==> config.mk <==
export PLATFORM = sky130hd
export DESIGN_NAME = obi_apb_splitter
export DESIGN_NICKNAME = d
export VERILOG_FILES = /design/src/rtl/obi_apb_splitter_pkg.sv /design/src/rtl/obi_apb_splitter_decode.sv /design/src/rtl/obi_apb_splitter.sv
export SDC_FILE = /design/constraint.sdc
export NUM_CORES = 1
export LEC_CHECK = 0
export ABC_AREA = 1
export CAP_MARGIN = 10
export CORE_AREA = 3 3 141 143
export DETAILED_ROUTE_END_ITERATION = 6
export DIE_AREA = 0 0 144 146
export PLACE_DENSITY_LB_ADDON = 0.25
export SKIP_LAST_GASP = 1
export SYNTH_ARGS = -nofsm -noshare
export SYNTH_HDL_FRONTEND = slang
export SYNTH_SLANG_ARGS = --single-unit
==> constraint.sdc <==
create_clock -name clk -period 5.3 [get_ports clk]
set_clock_uncertainty 0.1 [all_clocks]
set_input_delay 0.53 -clock clk [delete_from_list [all_inputs] [get_ports clk]]
set_output_delay 0.53 -clock clk [all_outputs]
set_load 0.02 [all_outputs]
==> src/rtl/obi_apb_splitter_pkg.sv <==
// obi_apb_splitter_pkg: shared FSM type, control bit positions and window decode helper
package obi_apb_splitter_pkg;
  typedef enum logic [1:0] {IDLE, SETUP, ACCESS, RESP} state_e;
  localparam int IDX_W = 4;
  localparam int CTRL_TMO_EN = 0;
  localparam int CTRL_UNMAP_ERR = 1;
  typedef struct packed {
    logic hit;
    logic [IDX_W-1:0] idx;
  } dec_t;
  function automatic dec_t decode_addr(input logic [63:0] addr, input logic [63:0] base, input int size_lg, input int num);
    dec_t d;
    logic [63:0] slot;
    slot = (addr - base) >> size_lg;
    d.hit = addr >= base && slot < 64'(num);
    d.idx = slot[IDX_W-1:0];
    return d;
  endfunction
endpackage

==> src/rtl/obi_apb_splitter_decode.sv <==
// obi_apb_splitter_decode: maps a byte address onto one of NUM_TARGETS equal windows
module obi_apb_splitter_decode
  import obi_apb_splitter_pkg::*;
#(
  parameter int OBI_AW = 32,
  parameter logic [OBI_AW-1:0] ADDR_BASE = 32'h0105_0000,
  parameter int unsigned SS_SIZE = 32'h1000,
  parameter int NUM_TARGETS = 5
) (
  input  logic [OBI_AW-1:0] addr,
  output logic              hit,
  output logic [IDX_W-1:0]  idx
);
  dec_t d;
  assign d = decode_addr(64'(addr), 64'(ADDR_BASE), $clog2(SS_SIZE), NUM_TARGETS);
  assign hit = d.hit;
  assign idx = d.idx;
endmodule

==> src/rtl/obi_apb_splitter.sv <==
// obi_apb_splitter: single-initiator OBI to NUM_TARGETS-port APB4 splitter with unmapped error and timeout abort
module obi_apb_splitter
  import obi_apb_splitter_pkg::*;
#(
  parameter int NUM_TARGETS = 5,
  parameter int OBI_AW = 32,
  parameter int OBI_DW = 32,
  parameter int OBI_IDW = 1,
  parameter int APB_AW = 32,
  parameter logic [OBI_AW-1:0] ADDR_BASE = 32'h0105_0000,
  parameter int unsigned SS_SIZE = 32'h1000,
  parameter int TIMEOUT_CYCLES = 256,
  parameter int SS_CTRL_W = 8
) (
  input  logic                          clk,
  input  logic                          reset,
  input  logic                          obi_req,
  input  logic                          obi_reqpar,
  output logic                          obi_gnt,
  output logic                          obi_gntpar,
  input  logic [OBI_AW-1:0]             obi_addr,
  input  logic                          obi_we,
  input  logic [OBI_DW/8-1:0]           obi_be,
  input  logic [OBI_DW-1:0]             obi_wdata,
  input  logic [OBI_IDW-1:0]            obi_aid,
  output logic                          obi_rvalid,
  output logic                          obi_rvalidpar,
  input  logic                          obi_rready,
  input  logic                          obi_rreadypar,
  output logic [OBI_DW-1:0]             obi_rdata,
  output logic                          obi_err,
  output logic [OBI_IDW-1:0]            obi_rid,
  output logic [APB_AW-1:0]             apb_paddr,
  output logic [OBI_DW-1:0]             apb_pwdata,
  output logic                          apb_pwrite,
  output logic [OBI_DW/8-1:0]           apb_pstrb,
  output logic                          apb_penable,
  output logic [NUM_TARGETS-1:0]        apb_psel,
  input  logic [NUM_TARGETS*OBI_DW-1:0] apb_prdata,
  input  logic [NUM_TARGETS-1:0]        apb_pready,
  input  logic [NUM_TARGETS-1:0]        apb_pslverr,
  input  logic [SS_CTRL_W-1:0]          ss_ctrl_icn
);
  localparam int CW = $clog2(TIMEOUT_CYCLES);
  state_e state_q, state_d;
  logic hit;
  logic [IDX_W-1:0] idx, idx_q, idx_d;
  logic [CW-1:0] cnt_q, cnt_d;
  logic [NUM_TARGETS-1:0] onehot;
  logic sel_ready, sel_err, err_d, pwrite_d;
  logic [OBI_DW-1:0] sel_rdata, rdata_d, pwdata_d;
  logic [OBI_IDW-1:0] rid_d;
  logic [APB_AW-1:0] paddr_d;
  logic [OBI_DW/8-1:0] pstrb_d;
  logic unused_ok;
  obi_apb_splitter_decode #(
    .OBI_AW(OBI_AW),
    .ADDR_BASE(ADDR_BASE),
    .SS_SIZE(SS_SIZE),
    .NUM_TARGETS(NUM_TARGETS)
  ) u_decode (
    .addr(obi_addr),
    .hit(hit),
    .idx(idx)
  );
  assign obi_gnt = state_q == IDLE && obi_req && !reset;
  assign obi_gntpar = ~obi_gnt;
  assign obi_rvalid = state_q == RESP;
  assign obi_rvalidpar = ~obi_rvalid;
  assign apb_psel = (state_q == SETUP || state_q == ACCESS) ? onehot : '0;
  assign apb_penable = state_q == ACCESS;
  assign unused_ok = ^{obi_reqpar, obi_rreadypar, ss_ctrl_icn};
  always_comb begin
    onehot = '0;
    sel_ready = 1'b0;
    sel_err = 1'b0;
    sel_rdata = '0;
    for (int i = 0; i < NUM_TARGETS; i++)
      if (idx_q == IDX_W'(i)) begin
        onehot[i] = 1'b1;
        sel_ready = apb_pready[i];
        sel_err = apb_pslverr[i];
        sel_rdata = apb_prdata[i*OBI_DW +: OBI_DW];
      end
  end
  always_comb begin
    state_d = state_q;
    idx_d = idx_q;
    cnt_d = cnt_q;
    rdata_d = obi_rdata;
    err_d = obi_err;
    rid_d = obi_rid;
    paddr_d = apb_paddr;
    pwdata_d = apb_pwdata;
    pwrite_d = apb_pwrite;
    pstrb_d = apb_pstrb;
    case (state_q)
      IDLE:
        if (obi_gnt) begin
          rid_d = obi_aid;
          idx_d = idx;
          if (hit) begin
            state_d = SETUP;
            paddr_d = obi_addr[APB_AW-1:0];
            pwdata_d = obi_wdata;
            pwrite_d = obi_we;
            pstrb_d = obi_we ? obi_be : '0;
          end else begin
            state_d = RESP;
            rdata_d = '0;
            err_d = ss_ctrl_icn[CTRL_UNMAP_ERR];
          end
        end
      SETUP: begin
        state_d = ACCESS;
        cnt_d = '0;
      end
      ACCESS:
        if (sel_ready) begin
          state_d = RESP;
          rdata_d = apb_pwrite ? '0 : sel_rdata;
          err_d = sel_err;
        end else if (ss_ctrl_icn[CTRL_TMO_EN] && cnt_q == CW'(TIMEOUT_CYCLES - 1)) begin
          state_d = RESP;
          rdata_d = '0;
          err_d = 1'b1;
        end else
          cnt_d = cnt_q == CW'(TIMEOUT_CYCLES - 1) ? cnt_q : cnt_q + CW'(1);
      default: state_d = obi_rready ? IDLE : RESP;
    endcase
  end
  always_ff @(posedge clk)
    if (reset) begin
      state_q <= IDLE;
      idx_q <= '0;
      cnt_q <= '0;
      obi_rdata <= '0;
      obi_err <= 1'b0;
      obi_rid <= '0;
      apb_paddr <= '0;
      apb_pwdata <= '0;
      apb_pwrite <= 1'b0;
      apb_pstrb <= '0;
    end else begin
      state_q <= state_d;
      idx_q <= idx_d;
      cnt_q <= cnt_d;
      obi_rdata <= rdata_d;
      obi_err <= err_d;
      obi_rid <= rid_d;
      apb_paddr <= paddr_d;
      apb_pwdata <= pwdata_d;
      apb_pwrite <= pwrite_d;
      apb_pstrb <= pstrb_d;
    end
endmodule

; Word level (Yosys, flattened, before mapping)
; Cells that the tools add are included.
[word_totals]
ff_bits = 117
in_bits = 254
wordCells = 88
[classes]
addsub = 2
n_lt_le_gt_ge = 2
n_eq_ne = 14
muxes = 43
n_bitwise = 2
n_reduce_logical = 15
[op_table]
columns = op, count
row1 = two-way mux 32 bit, 10
row2 = one-hot mux 32 bit (2 select lines), 1
row3 = less-than comparator 52 x 3 -> 1 bit (second input constant), 1
row4 = subtractor 32 x 25 -> 33 bit (second input constant), 1
row5 = greater-or-equal comparator 32 x 25 -> 1 bit (second input constant), 1
row6 = two-way mux 8 bit, 3
row7 = two-way mux 1 bit, 19
row8 = one-hot mux 8 bit (2 select lines), 1
row9 = two-way mux 2 bit, 5
row10 = != test 2 bit (second input constant), 5
row11 = adder 8 x 1 -> 8 bit (second input constant), 1
row12 = == test 4 x 2 -> 1 bit (second input constant), 2
row13 = == test 8 bit (second input constant), 1
row14 = AND reduction 4 bit, 2
row15 = one-hot mux 2 bit (3 select lines), 1
row16 = two-way mux 5 bit, 1
row17 = == test 2 bit (second input constant), 2
row18 = == test 4 x 1 -> 1 bit (second input constant), 1
row19 = == test 4 x 3 -> 1 bit (second input constant), 1
row20 = logical AND 1 bit, 4
row21 = zero test 4 bit, 1
row22 = two-way mux 4 bit, 1
row23 = AND reduction 2 bit, 2
row24 = nonzero test 2 bit, 2
row25 = 8 further kinds, 9

; Depth between registers and ports, before layout
; Gate-level depths: netlist of run 1.
[logic_depth]
word_depth = 9
ltp_mapped = 15

; Modules after synthesis
; From an unflattened synthesis of run 1, not the netlist that was laid out.
[hier_totals]
hier_cells = 1011
hier_area_um2 = 6328.6
[by_module_without_submodules]
columns = mod, instances, cells_per_inst, area_per_inst_um2, seq_area_each_um2
row1 = obi_apb_splitter, 1, 963, 6080.8, 2342.2
row2 = obi_apb_splitter_decode, 1, 48, 247.7, 0.0

; Least setup slack after synthesis of run 1
; No wires, ideal clock.
[synth_path]
kind = input to output
start = input port reset
end = output port obi_gnt
arrival_ns = 1.557
required_time_ns = 4.670
slack_ns = 3.113
path_stages = 5
n_path_buf = 2
cell_sequence = clkbuf_1 -> inv_1 -> nand3_1 -> clkbuf_1 -> inv_1
[synth_via]
elab_chain_cells = 2
[synth_rtl]
columns = item, line_no
row1 = from (decl), obi_apb_splitter.sv:16  ; input logic reset,
row2 = zero test 1 bit, obi_apb_splitter.sv:66  ; assign obi_gnt = state_q == IDLE && obi_req && !reset;
row3 = logical AND 1 bit, obi_apb_splitter.sv:66
row4 = to (decl), obi_apb_splitter.sv:19  ; output logic obi_gnt,
; No other way between the ends.

; Worst setup path in the final report of run 1
[layout_path]
start = input port reset
end = output port obi_gntpar
[layout_via]
elab_chain_cells = 3
[layout_rtl]
columns = item, line_no
row1 = zero test 1 bit, obi_apb_splitter.sv:66
row2 = logical AND 1 bit, obi_apb_splitter.sv:66
row3 = inverter 1 bit, obi_apb_splitter.sv:67  ; assign obi_gntpar = ~obi_gnt;
row4 = to (decl), obi_apb_splitter.sv:20  ; output logic obi_gntpar,
; No other way between the ends.

==> results of run 1 <==
-- kinds of logic (layout without fill, tap and decap cells) --
kind of cell	after synthesis	after routing	share of synthesized area, %
xor+xnor	5	5	0.742
buf+inv	102	437	7.42
simple gates	587	587	41.9
compound gates	108	108	9.20
flops	117	117	39.7
fa+ha+maj	5	5	1.06
-- worst paths after layout --
kind / cells past startpoint / start / slack (ns) / endpoint
worst max-delay path: 4 / reset / 1.92 / obi_gntpar
worst max register to register: 11 / idx_q[1] / 2.12 / obi_rdata[15]
worst min-delay path: 2 / apb_paddr[29] / 0.35 / apb_paddr[29]
worst min register to register: 2 / apb_paddr[29] / 0.35 / apb_paddr[29]
-- worst max-delay path: cells and delay by family --
family | cells | cell delay (ns)
AND/OR/NAND/NOR | 1 | 0.41
buffers and inverters | 3 | 1.80
-- metal layers --
| metal | part of all wire (%) | vias up | wire, um |
|---|---|---|---|
| met1 | 41 | 3157 | 9680 |
| li1 | - | 3640 | - |
| met4 | 1.9 | 0 | 465 |
| met3 | 9.3 | 33 | 2220 |
| met2 | 48 | 269 | 11500 |
| met5 | 0 | - | 0 |
-- cell usage after synthesis (12+ instances only) --
cell,n
nor2_1,198
a21oi_1,51
dfxtp_1,117
nand3_1,104
buf_2,14
buf_1,12
nand2_1,235
clkbuf_1,32
nand4_1,35
o21ai_0,56
inv_1,37
-- per-stage QoR --
stage / std cells / cell area, um2 / hold WS (ns)
2_1_floorplan: 924 / 5900 / 0.347
3_3_place_gp: 1461 / 9560 / 0.331
3_5_place_dp: 1461 / 9560 / 0.347
4_1_cts: 1493 / 10100 / 0.356
5_1_grt: 1493 / 10100 / 0.369
6_report: 1493 / 10100 / 0.352
-- area by class of cell --
cell class                 count  area, um2  share of cell area (%)
timing repair buffer         366       3640                    36.0
inverter                      39        148                    1.46
multi-input combinational    705       3140                    31.0
clock inverter                12       97.6                   0.966
tap                          234        293                    2.90
sequential                   117       2340                    23.2
clock buffer                  20        447                    4.42
-- power groups by stage --
stage	Clock (mW)	Sequential [mW]	Combinational [mW]
2_1_floorplan	0	1.12	0.875
3_3_place_gp	0	1.03	1.53
3_5_place_dp	0	1.04	1.53
4_1_cts	1.07	1.02	1.54
5_1_grt	1.11	1.03	1.71
6_report	1.04	1.02	1.53
-- state kept, by name (all words and copies together), names as in the netlist --
signal      cells
obi_err         1
state_q         2
cnt_q           8
idx_q           4
apb_pwrite      1
apb_paddr      32
obi_rid         1
obi_rdata      32
apb_pwdata     32
apb_pstrb       4
==> summary.md, run 1 <==
| Metric | Value |
|---|---|
| Die height | `146 um` |
| Yosys warnings | `0` |
| Comb pwr share | `42.6%` |
| Global route overflow | `0` |
| Residual DRC | `0` |
| Max FO, Critical Path | `16` |
| Most common cell type on the critical path | `clkdlybuf4s50_1` |
| Cell Rows | `50` |
| Clock Latency Late Sink | `0.40 ns` |
| Mapped Nets | `1183` |
| PwrDens | `355 nW/um2` |
| Area share of the largest cell type after synthesis | `39.7%` |
| Die Width | `144 um` |
| GRT met3 Usage | `7.07%` |
| Routed len/inst | `16.0 um` |
| Root Driver | `clkbuf_16` |
| Post-CTS Hold Buffers | `0` |
| Vias in the first global route | `6937` |
| GR peak layer | `met2` |
| Sw frac | `39.0%` |
| Setup Crit Path Kind | `primary input to primary output` |
| M2 GR Usage | `38.0%` |
| H-tree lvl count | `4` |
| Sequential fraction of the synthesis area | `39.7%` |
| Internal Power | `2.19 mW` |
| Post-CTS resize count | `0` |
| First-pass DRT Iterations | `4` |
| First-pass GRT wire length | `36400 um` |
| Clock Sinks | `117` |
| Asr flop ratio synth | `0%` |
| Most common cell after layout, fill and taps aside | `clkdlybuf4s50_1` |
| EDFF count, synth | `0` |
| Tmin final | `3.38 ns` |
| Core area | `18700 um2` |
| Top cells by area, synth | `dfxtp_1 (40%), nand2_1 (15%), nor2_1 (13%)` |
| Die ar. | `21000 um2` |
| Setup ws final | `1.92 ns` |
| Hold Violations, Final | `0` |
| Worst slack at placement | `1.62 ns` |
| Port bufs | `358` |
| Total number of vias | `7099` |
| Via/cell ratio | `4.75` |
| FF+latch count, synth | `117` |
| Post-Syn Area | `5900 um2` |
| Worst endpoint data arrival time | `2.75 ns` |
| Share of power burned in registers | `28.4%` |
| Initial antenna violation count | `0` |
| Pins Over Slew Limit | `0` |
| Fin Setup TNS | `0 ns` |
| Commonest non-fill, non-tap cells in the layout | `clkdlybuf4s50_1 (358), nand2_1 (235), nor2_1 (196)` |
| Final antenna-violating net count | `0` |
| Max VDD drop | `208 uV` |
| Slew Limit Headroom | `19.2%` |
| Post-CTS setup buffer count | `0` |
| GR Util met1 | `25.6%` |
| Sw power | `1.40 mW` |
| DPL Wire Length | `17200 um` |
| Max Cap Viol | `0` |
| Critical path capture point type | `primary output` |
| Power Total | `3.58 mW` |
| Clock Tree Buf Depth | `2` |
| Crit-path cells | `clkdlybuf4s50_1 > clkinv_2 > nand3_1 > clkdlybuf4s50_1` |
| Core Util, Final | `54.0%` |
| Slowest stage delay, CP | `0.96 ns` |
| Total wire length | `23900 um` |
| FILL cells | `1849` |
| Fin crit share | `63.8%` |
| Leakage | `4.23 nW` |
| Ports | `367` |
| Hold WC Path Type | `flop to flop` |
| Antenna diodes | `0` |
| Critical path startpoint category | `primary input` |
| Starting Density | `31.5%` |
| Worst-path clk slew | `0.05 ns` |
| Synth Flop Type | `dfxtp_1` |
| Final net count | `1505` |
| Netlist cell types | `27` |
| Share of post-route cells with drive strength above 1 | `4.13%` |
| RSZ-0062 raised after global routing | `no` |
| Crit path max-delay cell type | `clkdlybuf4s50_1` |
| Required @ worst endpoint | `4.67 ns` |
| Outcome | `finished clean` |
| Tot GR Track Use | `21.8%` |
| Synth Instances | `924` |
| Worst Tran Pin Value | `1.21 ns` |
| Synth-to-layout area growth | `71.3%` |
| Initial DRC Count | `364` |
| CTS tree | `built` |
| Cell accounting for the most synthesized area | `dfxtp_1` |
| Final setup fails | `0` |
| Fmax | `296 MHz` |
| Pin count of the biggest net entering global routing | `103` |
| TritonCTS buffer count | `17` |
| Mapped Avg Cell Area | `6.38 um2` |
| Clock share of power | `29.0%` |
| Routability Congestion | `0.821` |
(Power assumes the default switching activity.)
==> run 2, diff against run 1 <==
- CORE_AREA: 3 3 141 143 -> 3 3 140 142
- DIE_AREA: 0 0 144 146 -> 0 0 143 145
- clock period: 5.3 -> 2.8 ns (I/O delays scaled with it)
==> run 2 against run 1 <==
  * Via count up 0.63%
  * Power is 96% higher
  * Hold slack lost 0.011 ns
  * Largest cell class unchanged
==> summary.md, run 2 (synthesis results as in run 1) <==
| Metric | Value |
|---|---|
| Max Cap Viol | `0` |
| Pins Over Slew Limit | `0` |
| Final antenna-violating net count | `0` |
| Residual DRC | `0` |
| M2 GR Usage | `38.8%` |
| Initial antenna violation count | `1` |
| Global route overflow | `0` |
| Core area | `18600 um2` |
| Share of post-route cells with drive strength above 1 | `4.97%` |
| Max VDD drop | `396 uV` |
| Post-Place Cells | `1470` |
| Required @ worst endpoint | `2.42 ns` |
| H-tree lvl count | `4` |
| Via/cell ratio | `4.75` |
| Clock share of power | `30.9%` |
| Synth-to-layout area growth | `74.0%` |
| Worst hold start | `apb_paddr[29]` |
| Hold path endpoint | `apb_paddr[29]` |
| Routability Congestion | `0.862` |
| Initial DRC Count | `370` |
| Routed len/inst | `16.0 um` |
| Tot GR Track Use | `22.3%` |
| GR peak layer | `met2` |
| Slew Limit Headroom | `33.6%` |
| CTS tree | `built` |
| Die ar. | `20700 um2` |
| Internal Power | `4.34 mW` |
| Worst Tran Pin Value | `0.996 ns` |
| First-pass GRT wire length | `36800 um` |
| GRT met3 Usage | `8.04%` |
| Total number of vias | `7144` |
| Port bufs | `358` |
| Hold WC Path Type | `flop to flop` |
| Post-CTS resize count | `0` |
| Hold Crit Depth | `2` |
| Clock Tree Buf Depth | `2` |
| DPL Wire Length | `17400 um` |
| Sw frac | `38.4%` |
| Worst reg-to-reg setup slack | `0.58 ns` |
| Critical path startpoint category | `flop` |
| Power Total | `7.04 mW` |
| Worst Reg-to-Reg Cells | `12` |
| First-pass DRT Iterations | `5` |
| Final non-filler cell total | `1504` |
| Worst-path clk slew | `0.06 ns` |
| GR Util met1 | `25.4%` |
| Die Width | `143 um` |
| Cell Rows | `50` |
| Commonest non-fill, non-tap cells in the layout | `clkdlybuf4s50_1 (358), nand2_1 (235), nor2_1 (196)` |
| Outcome | `finished clean` |
| Fin crit share | `91.6%` |
| RSZ-0062 raised after global routing | `no` |
| PwrDens | `685 nW/um2` |
| Share of power burned in registers | `27.5%` |
| TritonCTS buffer count | `17` |
| Final setup fails | `0` |
| Worst endpoint data arrival time | `2.18 ns` |
| Setup Crit Path Kind | `flop to primary output` |
| Ports | `367` |
| Total wire length | `24100 um` |
| Pin count of the biggest net entering global routing | `103` |
| Clock Latency Late Sink | `0.41 ns` |
| Starting Density | `31.8%` |
| Top Registers | `apb_paddr x32, apb_pwdata x32, obi_rdata x32` |
| Critical path capture point type | `primary output` |
| Fmax | `390 MHz` |
| Final net count | `1514` |
| Post-CTS setup buffer count | `0` |
| Die height | `145 um` |
| Root Driver | `clkbuf_16` |
| Tmin final | `2.56 ns` |
| Comb pwr share | `41.6%` |
| Hold Violations, Final | `0` |
| Clock Sinks | `117` |
| Post-CTS Hold Buffers | `0` |
| FF-to-FF Start | `idx_q[2]` |
| Leakage | `4.32 nW` |
| Sw power | `2.70 mW` |
| Vias in the first global route | `6899` |
| Critical R2R Capture | `obi_rdata[4]` |
| Fin Setup TNS | `0 ns` |
| Most common cell after layout, fill and taps aside | `clkdlybuf4s50_1` |
| Max FO, Critical Path | `6` |
## run 2: power by group through the flow
stage	registers, mW	clock network, mW	logic (mW)
2_1_floorplan	2.11	0	1.66
3_3_place_gp	1.96	0	2.93
3_5_place_dp	1.97	0	2.96
4_1_cts	1.94	2.24	2.96
5_1_grt	1.96	2.32	3.25
6_report	1.93	2.17	2.93
## run 2: critical path: stages, from the launching register on
cell	delay, ns
dfxtp_1	0.38
inv_1	0.09
ha_1	0.28
inv_1	0.11
nor4_1	0.25
clkdlybuf4s50_1	0.67
## run 2: layout make-up
cell class | count | area [um2]
antenna | 2 | 5.00
inverter | 39 | 146
timing repair buffer | 375 | 3750
multi-input combinational | 705 | 3140
clock buffer | 17 | 425
tap | 234 | 293
fill | 1807 | 8310
sequential | 117 | 2340
clock inverter | 15 | 165
## run 2: metal layers
metal	vias to the layer above	wire length, um
li1	3654	-
met1	3177	9500
met2	279	11700
met3	34	2390
met4	0	529
met5	-	0
## run 2: how the worst max path moves through the flow
stage | start | endpoint | slack, ns | depth (start not counted)
floorplan | state_q[0] | cnt_q[6] | 0.90 | 7
CTS | state_q[0] | apb_psel[1] | 0.20 | 5
finish | state_q[0] | apb_psel[1] | 0.24 | 5
detailed placement | obi_addr[16] | apb_pwdata[20] | 0.40 | 10
global placement | obi_addr[16] | apb_pstrb[0] | 0.44 | 10
global route | state_q[0] | apb_psel[1] | 0.09 | 5
## run 2: stage by stage
step	hold slack (ns)	worst slack [ns]	utilization (%)	instance area, um2
3_5_place_dp	0.338	0.403	52.1	9670
3_3_place_gp	0.331	0.443	52.1	9670
4_1_cts	0.322	0.201	55.2	10300
5_1_grt	0.327	0.0859	55.2	10300
6_report	0.342	0.235	55.3	10300
2_1_floorplan	0.315	0.899	-	5900
==> run 3, diff against run 2 <==
- SLEW_MARGIN: unset -> 10
==> results of run 3 <==
The final DEF is identical to that of run 2; final timing and power are the same.
